$ cat config.mk
export PLATFORM = sky130hd
export DESIGN_NAME = avalon_mem_responder_flat
export DESIGN_NICKNAME = d
export VERILOG_FILES = /design/src/rtl/avalon_mem_pkg.sv /design/src/rtl/avalon_mem_responder_if.sv /design/src/rtl/avm_timeout_ctr.sv /design/src/rtl/avalon_mem_responder.sv /design/src/flat_wrapper.sv
export SDC_FILE = /design/constraint.sdc
export NUM_CORES = 1
export LEC_CHECK = 0
export ABC_AREA = 1
export BUFFER_PORTS_ARGS = -buffer_cell sky130_fd_sc_hd__buf_2
export CORE_MARGIN = 4
export CORE_UTILIZATION = 45
export DETAILED_ROUTE_END_ITERATION = 8
export PLACE_DENSITY = 0.84
export RECOVER_POWER = 100
export SLEW_MARGIN = 20
export SYNTH_ARGS = -nofsm -noshare
export SYNTH_HDL_FRONTEND = slang
export SYNTH_SLANG_ARGS = --single-unit
$ cat constraint.sdc
create_clock -name CLK -period 1.7 [get_ports CLK]
set_input_delay 0.34 -clock CLK [delete_from_list [all_inputs] [get_ports CLK]]
set_output_delay 0.34 -clock CLK [all_outputs]
set_load 0.05 [all_outputs]
$ cat src/rtl/avalon_mem_pkg.sv
// Shared types and constants for the start/done to Avalon-MM responder.
package avalon_mem_pkg;

    typedef enum logic [1:0] {
        IDLE    = 2'd0,
        REQ     = 2'd1,
        WAIT_RD = 2'd2,
        DONE    = 2'd3
    } avm_state_t;

    localparam int DEFAULT_TIMEOUT = 255;

    // Byte-enable width for a data bus of data_w bits.
    function automatic int be_width(input int data_w);
        return data_w / 8;
    endfunction

endpackage

$ cat src/rtl/avalon_mem_responder_if.sv
// Avalon-MM master-side signal bundle; master modport is the responder, slave is the interconnect.
interface avalon_mem_responder_if
    import avalon_mem_pkg::*;
#(
    parameter int ADDR_W = 32,
    parameter int DATA_W = 32,
    parameter int BE_W   = be_width(DATA_W)
) ();

    logic [ADDR_W-1:0] avm_address;
    logic              avm_read;
    logic              avm_write;
    logic [DATA_W-1:0] avm_writedata;
    logic [BE_W-1:0]   avm_byteenable;
    logic              avm_waitrequest;
    logic [DATA_W-1:0] avm_readdata;
    logic              avm_readdatavalid;

    modport master (
        output avm_address, avm_read, avm_write, avm_writedata, avm_byteenable,
        input  avm_waitrequest, avm_readdata, avm_readdatavalid
    );

    modport slave (
        input  avm_address, avm_read, avm_write, avm_writedata, avm_byteenable,
        output avm_waitrequest, avm_readdata, avm_readdatavalid
    );

endinterface

$ cat src/rtl/avm_timeout_ctr.sv
// Bus-wait watchdog: counts busy cycles since clear and flags the LIMIT-th one.
module avm_timeout_ctr
    import avalon_mem_pkg::*;
#(
    parameter int LIMIT = DEFAULT_TIMEOUT
) (
    input  logic CLK,
    input  logic RST_N,
    input  logic clr,
    input  logic en,
    output logic expired
);

    localparam int CW = $clog2(LIMIT + 1);

    logic [CW-1:0] count;

    // Combinational so the FSM can leave on the LIMIT-th busy cycle itself.
    assign expired = en && (count == CW'(LIMIT - 1));

    always_ff @(posedge CLK or negedge RST_N) begin
        if (!RST_N) begin
            count <= '0;
        end else if (clr) begin
            count <= '0;
        end else if (en && !expired) begin
            count <= count + 1'b1;
        end
    end

endmodule

$ cat src/rtl/avalon_mem_responder.sv
// Turns a start/done access request into one Avalon-MM read or write and reports completion.
// Optional bus-wait abort is compiled in with `define AVM_TIMEOUT_EN.
module avalon_mem_responder
    import avalon_mem_pkg::*;
#(
    parameter int ADDR_W  = 32,
    parameter int DATA_W  = 32,
    parameter int TIMEOUT = DEFAULT_TIMEOUT
) (
    input  logic                 CLK,
    input  logic                 RST_N,
    input  logic                 start,
    input  logic                 we,
    input  logic [ADDR_W-1:0]    addr,
    input  logic [DATA_W-1:0]    wdata,
    input  logic [DATA_W/8-1:0]  be,
    output logic                 done,
    output logic [DATA_W-1:0]    rdata,
    output logic                 error,
    avalon_mem_responder_if.master avm
);

    localparam int BE_W = be_width(DATA_W);

    avm_state_t        state, state_nxt;
    logic              we_q;
    logic [ADDR_W-1:0] addr_q;
    logic [DATA_W-1:0] wdata_q;
    logic [BE_W-1:0]   be_q;
    logic [DATA_W-1:0] rdata_q;
    logic              error_q;
    logic              capture;
    logic              abort;
    logic              timeout_hit;
    logic              accept;

    assign accept = (state == IDLE) && start;

`ifdef AVM_TIMEOUT_EN
    avm_timeout_ctr #(.LIMIT(TIMEOUT)) u_timeout_ctr (
        .CLK     (CLK),
        .RST_N   (RST_N),
        .clr     (accept),
        .en      ((state == REQ) || (state == WAIT_RD)),
        .expired (timeout_hit)
    );
`else
    logic unused_timeout;
    assign unused_timeout = |TIMEOUT;
    assign timeout_hit    = 1'b0;
`endif

    // NOTE: every always_comb output gets a default first so no path leaves it unassigned (no latch).
    always_comb begin
        state_nxt = state;
        capture   = 1'b0;
        abort     = 1'b0;
        unique case (state)
            IDLE: if (start) state_nxt = REQ;
            REQ: begin
                // Data or write acceptance beats the timeout when both land in the same cycle.
                if (!avm.avm_waitrequest && (we_q || avm.avm_readdatavalid)) begin
                    capture   = !we_q;
                    state_nxt = DONE;
                end else if (timeout_hit) begin
                    abort     = 1'b1;
                    state_nxt = DONE;
                end else if (!avm.avm_waitrequest) begin
                    state_nxt = WAIT_RD;
                end
            end
            WAIT_RD: begin
                if (avm.avm_readdatavalid) begin
                    capture   = 1'b1;
                    state_nxt = DONE;
                end else if (timeout_hit) begin
                    abort     = 1'b1;
                    state_nxt = DONE;
                end
            end
            DONE: state_nxt = IDLE;
            default: state_nxt = IDLE;
        endcase
    end

    // NOTE: sequential state uses non-blocking assignments so all registers update from pre-edge values.
    always_ff @(posedge CLK or negedge RST_N) begin
        if (!RST_N) begin
            state <= IDLE;
        end else begin
            state <= state_nxt;
        end
    end

    // NOTE: request registers drive the bus directly, so they are reset to give a defined idle bus.
    always_ff @(posedge CLK or negedge RST_N) begin
        if (!RST_N) begin
            we_q    <= 1'b0;
            addr_q  <= '0;
            wdata_q <= '0;
            be_q    <= '0;
        end else if (accept) begin
            we_q    <= we;
            addr_q  <= addr;
            wdata_q <= wdata;
            be_q    <= be;
        end
    end

    always_ff @(posedge CLK or negedge RST_N) begin
        if (!RST_N) begin
            rdata_q <= '0;
            error_q <= 1'b0;
        end else begin
            error_q <= abort;
            if (capture) begin
                rdata_q <= avm.avm_readdata;
            end else if (abort) begin
                rdata_q <= '0;
            end
        end
    end

    assign done  = (state == DONE);
    assign rdata = rdata_q;
    assign error = error_q;

    assign avm.avm_read       = (state == REQ) && !we_q;
    assign avm.avm_write      = (state == REQ) && we_q;
    assign avm.avm_address    = addr_q;
    assign avm.avm_writedata  = wdata_q;
    assign avm.avm_byteenable = be_q;

endmodule
$ cat src/flat_wrapper.sv
// flat-port wrapper written by rule: the top's interface ports become plain ports
module avalon_mem_responder_flat import avalon_mem_pkg::*;
#(
    parameter int ADDR_W  = 32,
    parameter int DATA_W  = 32,
    parameter int TIMEOUT = DEFAULT_TIMEOUT
)
  (CLK, RST_N, start, we, addr, wdata, be, done, rdata, error, avm_avm_address, avm_avm_read, avm_avm_write, avm_avm_writedata, avm_avm_byteenable, avm_avm_waitrequest, avm_avm_readdata, avm_avm_readdatavalid);
  avalon_mem_responder_if #(.ADDR_W(ADDR_W), .DATA_W(DATA_W)) avm_i ();
  input  logic CLK;
  input  logic RST_N;
  input  logic start;
  input  logic we;
  input  logic [ADDR_W-1:0] addr;
  input  logic [DATA_W-1:0] wdata;
  input  logic [DATA_W/8-1:0] be;
  output logic done;
  output logic [DATA_W-1:0] rdata;
  output logic error;
  output wire logic [$bits(avm_i.avm_address)-1:0] avm_avm_address;
  output wire logic [$bits(avm_i.avm_read)-1:0] avm_avm_read;
  output wire logic [$bits(avm_i.avm_write)-1:0] avm_avm_write;
  output wire logic [$bits(avm_i.avm_writedata)-1:0] avm_avm_writedata;
  output wire logic [$bits(avm_i.avm_byteenable)-1:0] avm_avm_byteenable;
  input wire logic [$bits(avm_i.avm_waitrequest)-1:0] avm_avm_waitrequest;
  input wire logic [$bits(avm_i.avm_readdata)-1:0] avm_avm_readdata;
  input wire logic [$bits(avm_i.avm_readdatavalid)-1:0] avm_avm_readdatavalid;
  assign avm_avm_address = avm_i.avm_address;
  assign avm_avm_read = avm_i.avm_read;
  assign avm_avm_write = avm_i.avm_write;
  assign avm_avm_writedata = avm_i.avm_writedata;
  assign avm_avm_byteenable = avm_i.avm_byteenable;
  assign avm_i.avm_waitrequest = avm_avm_waitrequest;
  assign avm_i.avm_readdata = avm_avm_readdata;
  assign avm_i.avm_readdatavalid = avm_avm_readdatavalid;
  avalon_mem_responder #(.ADDR_W(ADDR_W), .DATA_W(DATA_W), .TIMEOUT(TIMEOUT)) u_core (.CLK(CLK), .RST_N(RST_N), .start(start), .we(we), .addr(addr), .wdata(wdata), .be(be), .done(done), .rdata(rdata), .error(error), .avm(avm_i));
endmodule
After elaboration in Yosys (flattened, before gate mapping)
Index checks and enable logic that the tools add are counted.
{"block": "classes", "n_eq_ne": 6, "muxes": 9, "n_reduce_logical": 9}
{"operator": "$mux 32", "count": 1}
{"operator": "$mux 2", "count": 4}
{"operator": "$pmux 2 s4", "count": 1}
{"operator": "$eq 2x2->1 const B", "count": 2}
{"operator": "$logic_and 1x1->1", "count": 4}
{"operator": "$ne 2x2->1 const B", "count": 2}
{"operator": "$ne 3x2->1 const B", "count": 1}
{"operator": "$reduce_and 3->1", "count": 1}
{"operator": "$eq 2x1->1 const B", "count": 1}
{"operator": "$logic_not 1->1", "count": 2}
{"operator": "$logic_not 2->1", "count": 1}
{"operator": "$mux 1", "count": 2}
{"operator": "$pmux 1 s2", "count": 1}
{"operator": "$logic_or 1x1->1", "count": 1}
{"block": "totals", "regBits": 103, "output_inout_bits": 104, "elab_cells": 30}

Depth between registers and ports, before layout
{"block": "logic_depth", "ltp_word": 5, "mapped_depth": 8}

Worst setup path before layout
No wires, ideal clock.
{"block": "synth_path", "path_type": "reg-to-output", "start": "register u_core.state[1]", "end": "output avm_avm_read", "arrival_ns": 1.403, "path_slack_ns": -0.043, "stages_incl_launch_ff": 5, "cell_sequence": "dfrtp_1 inv_1 ha_1 inv_1 nor2_1"}
{"block": "synth_between", "elab_chain_cells": 2}
{"element": "start: declaration", "line": "avalon_mem_responder.sv:25", "source": "avm_state_t state, state_nxt;"}
{"element": "start signal: assignment", "line": "avalon_mem_responder.sv:91", "source": "state <= state_nxt;"}
{"element": "$eq 2x1->1", "line": "avalon_mem_responder.sv:128", "source": "assign avm.avm_read = (state == REQ) && !we_q;"}
{"element": "$logic_and 1x1->1", "line": "avalon_mem_responder.sv:128"}
{"element": "end: declaration", "line": "flat_wrapper.sv:21", "source": "output wire logic [$bits(avm_i.avm_read)-1:0] avm_avm_read;"}
No other way between the ends.

Final worst setup path
Ends and elaborated chain as after synthesis.

==> metrics.md <==
| Metric | Value |
|---|---|
| Share of synthesized area spent on multiplexers | `about a fifth` |
| Shortest clock period the worst path allows after layout | `1.69 ns` |
| Total gr overflow | `0` |
| Final-report setup violation count | `0` |
| Remaining routing DRC violations | `0` |
| HPWL after DPL | `7350 um` |
| Number of antenna violations at the first check in global routing | `1` |
| Drt pass-1 iters | `4` |
| Cells after Synth | `320` |
| Via count of the first global-routing pass | `3108` |
| Avg Cell Area, Syn | `between 10 and 15 um2` |
| Final weighted congestion in routability-driven placement | `about 0.74` |
| Most common cell in the synthesized netlist | `dfrtp_1` |
| Maximum number of pins on one net before global-route repair | `53` |
| Headroom to the max-slew limit | `51.4%` |
| Proportion of netlist area held by the largest area contributor | `62.8%` |
| Synthesis Warnings | `0` |
| Proportion of synthesized flip-flops having asynchronous set or reset | `100%` |
| Arrival time of data at the critical path endpoint | `1.35 ns` |
| Final critical-path share of the clock period | `99.5%` |
| Buffers from clock root to sink, at most | `2` |
| Portion of the post-synthesis area used by sequential elements | `62.8%` |
| Synth area leader | `dfrtp_1` |
| Max-cap check violation count | `0` |
| Internal reg-to-reg setup slack | `0.07 ns` |
| Layout area overhead | `33.3%` |
| Design area | `5470 um2` |
| RSZ-0062 raised after global routing | `true` |
| CTS H-tree lvls | `3` |
| Setup slack of the critical path after layout | `0.00786 ns` |
| Launching element type of the critical path | `register` |
| Synthesized-area fraction occupied by xor and xnor cells | `0%` |
| Number of vias per cell | `4.87` |
| Total die area | `approximately 11000 um2` |
| Clock tree from TritonCTS | `done` |
| Min-Delay Path Class | `in2reg` |
| Simple-gate portion of the synthesized area | `11.7%` |
| Row count | `34` |
| Synthesized-area fraction occupied by adder cells | `1.52%` |
| Classification of the worst setup path | `reg2out` |
| Share of final-layout standard cells stronger than drive strength 1 | `44.1%` |
| Result of the run | `completed` |
| Count of fill cells added during filler insertion | `740` |
| Number of buffers added by the clock tree synthesis step | `9` |
| Clk root buf | `clkbuf_8` |
| Setup TNS | `0 ns` |
| Main combinational cell family by area after synthesis | `multiplexers` |
| Total of flip-flops plus latches after synthesis | `a little over 100` |
| Core ar. | `8810 um2` |
| Total wirelength of the detailed-routed design | `9970 um` |
| Net Count, Synth | `431` |
| Detailed router's first-iteration violation count | `87` |
| Die width | `103 um` |
| Count of endpoints failing hold in the final timing report | `0` |
| Total global-route track usage | `17.5%` |
| Required time reported for the critical path endpoint | `1.36 ns` |
| Top cell types by occurrence after synthesis | `dfrtp_1 (103), nand2_1 (70), mux2_2 (68)` |
| Transition at the pin with the smallest max-transition slack | `about 0.73 ns` |
| Max Clock Skew | `0.0144 ns` |
| Fraction of the mapped netlist area in compound gates | `less than 1%` |
| Largest cells by area after synthesis | `dfrtp_1 (63%), mux2_2 (19%), nand2_1 (6.4%)` |
| Final Max Slew Viols | `0` |
| Total I/O pin count | `210` |
| CTS sink cnt | `103` |
| Nets@finish | `646` |
| Effective utilization at floorplan | `between 40% and 50%` |
| Clk Latency, worst-skew pair | `roughly 0.35 ns` |
| Wire length of the first global-routing pass | `14600 um` |
| Ant diodes | `0` |
| Area of the mapped netlist | `4100 um2` |
| Post-DR wirelength/cell | `15.4 um` |
| Endpoint kind of the worst setup timing path | `output pin` |
| Reg clk slew, reported paths | `0.10 ns` |
| Die Height | `103 um` |
| Final design utilization | `62.1%` |
| Post-route ant nets | `0` |
| Top_reg_cell synth | `dfrtp_1` |
| Crit-path max FO | `5` |
| Buffers on Ports | `208` |
| Number of vias in the routed layout | `3157` |
| Cell variety after synth | `21` |
| Placed instance area | `5240 um2` |
| Post-synth EDFFs | `0` |
| Pre-CTS setup slack | `0.0611 ns` |
| Maximum operating frequency | `0.591 GHz` |
==> flip-flops by register name (all words and copies together) (netlist names) <==
| name | cells |
|---|---|
| u_core.avm.avm_address | 32 |
| u_core.avm.avm_byteenable | 4 |
| u_core.avm.avm_writedata | 32 |
| u_core.rdata | 32 |
| u_core.state | 2 |
| u_core.we_q | 1 |
==> per-stage QoR <==
stage / hold WS [ns] / std cells
floorplan: 0.0444 / 320
global placement: 0.291 / 625
detailed placement: 0.291 / 625
CTS: 0.186 / 643
global route: 0.184 / 648
finish: 0.208 / 648
==> routing by layer <==
metal  track usage (%)  wire (um)  vias up
met4              6.18        135        2
met3              5.90       1030       13
met5                 0         13        -
li1                  -          -     1492
met2              29.4       4880      151
met1              20.9       3910     1499
==> placed cells by master, fill, tap and decap left out, drive strengths merged, types with 2 or more instances in the layout <==
| cell type | instances |
|---|---|
| buf | 122 |
| clkbuf | 110 |
| dfrtp | 103 |
| nand2 | 73 |
| mux2 | 68 |
| nand3 | 33 |
| inv | 11 |
| nor2 | 5 |
| ha | 5 |
| a21oi | 2 |
| bufinv | 2 |
==> cell type report <==
cell class / instances / area, um2 / share of cell area, %
Inverter: 8 / 32.5 / 0.595
Clock inverter: 5 / 86.3 / 1.58
Timing Repair Buffer: 222 / 1130 / 20.7
Clock buffer: 11 / 141 / 2.59
Tap cell: 108 / 135 / 2.47
Multi-Input combinational cell: 191 / 1360 / 24.9
Sequential cell: 103 / 2580 / 47.2
==> repair_timing <==
item | 4_1_cts | 5_1_grt
gates cloned | 0 | 2
pin swaps | 0 | 2
resized for setup | 6 | 7
endpoints found under the setup margin | 2 | 54
hold buffers | 1 | 0
hold endpoints to repair | 28 | 0
buffers inserted | 1 | 3
==> cells by family after synthesis <==
| family | Yosys count |
|---|---|
| adder cells (fa/ha/maj) | 5 |
| buffers and inverters | 26 |
| flip-flops | 103 |
| AND/OR/NAND/NOR | 113 |
| other | 1 |
| AO/OA/AOI/OAI | 4 |
| multiplexers | 68 |
==> final timing paths <==
kind / start / endpoint / cells after the start
worst max-delay path: u_core.state[1] / avm_avm_read / 5
worst min-delay path: addr[10] / u_core.avm.avm_address[10] / 2
worst max register to register: u_core.state[1] / u_core.avm.avm_writedata[17] / 6
worst min register to register: u_core.rdata[8] / u_core.rdata[8] / 2
max in group asynchronous: RST_N / u_core.rdata[5] / 3
min in group asynchronous: RST_N / u_core.avm.avm_address[19] / 2
==> critical path, stage by stage, from the launching register on <==
cell     delay, ns
dfrtp_1       0.41
inv_2         0.12
ha_4          0.18
inv_4         0.04
nor2_4        0.10
buf_8         0.15
Power is left out: the tool's default activity adds up to more than one toggle a clock period on the data nets, which glitch-free logic cannot reach.
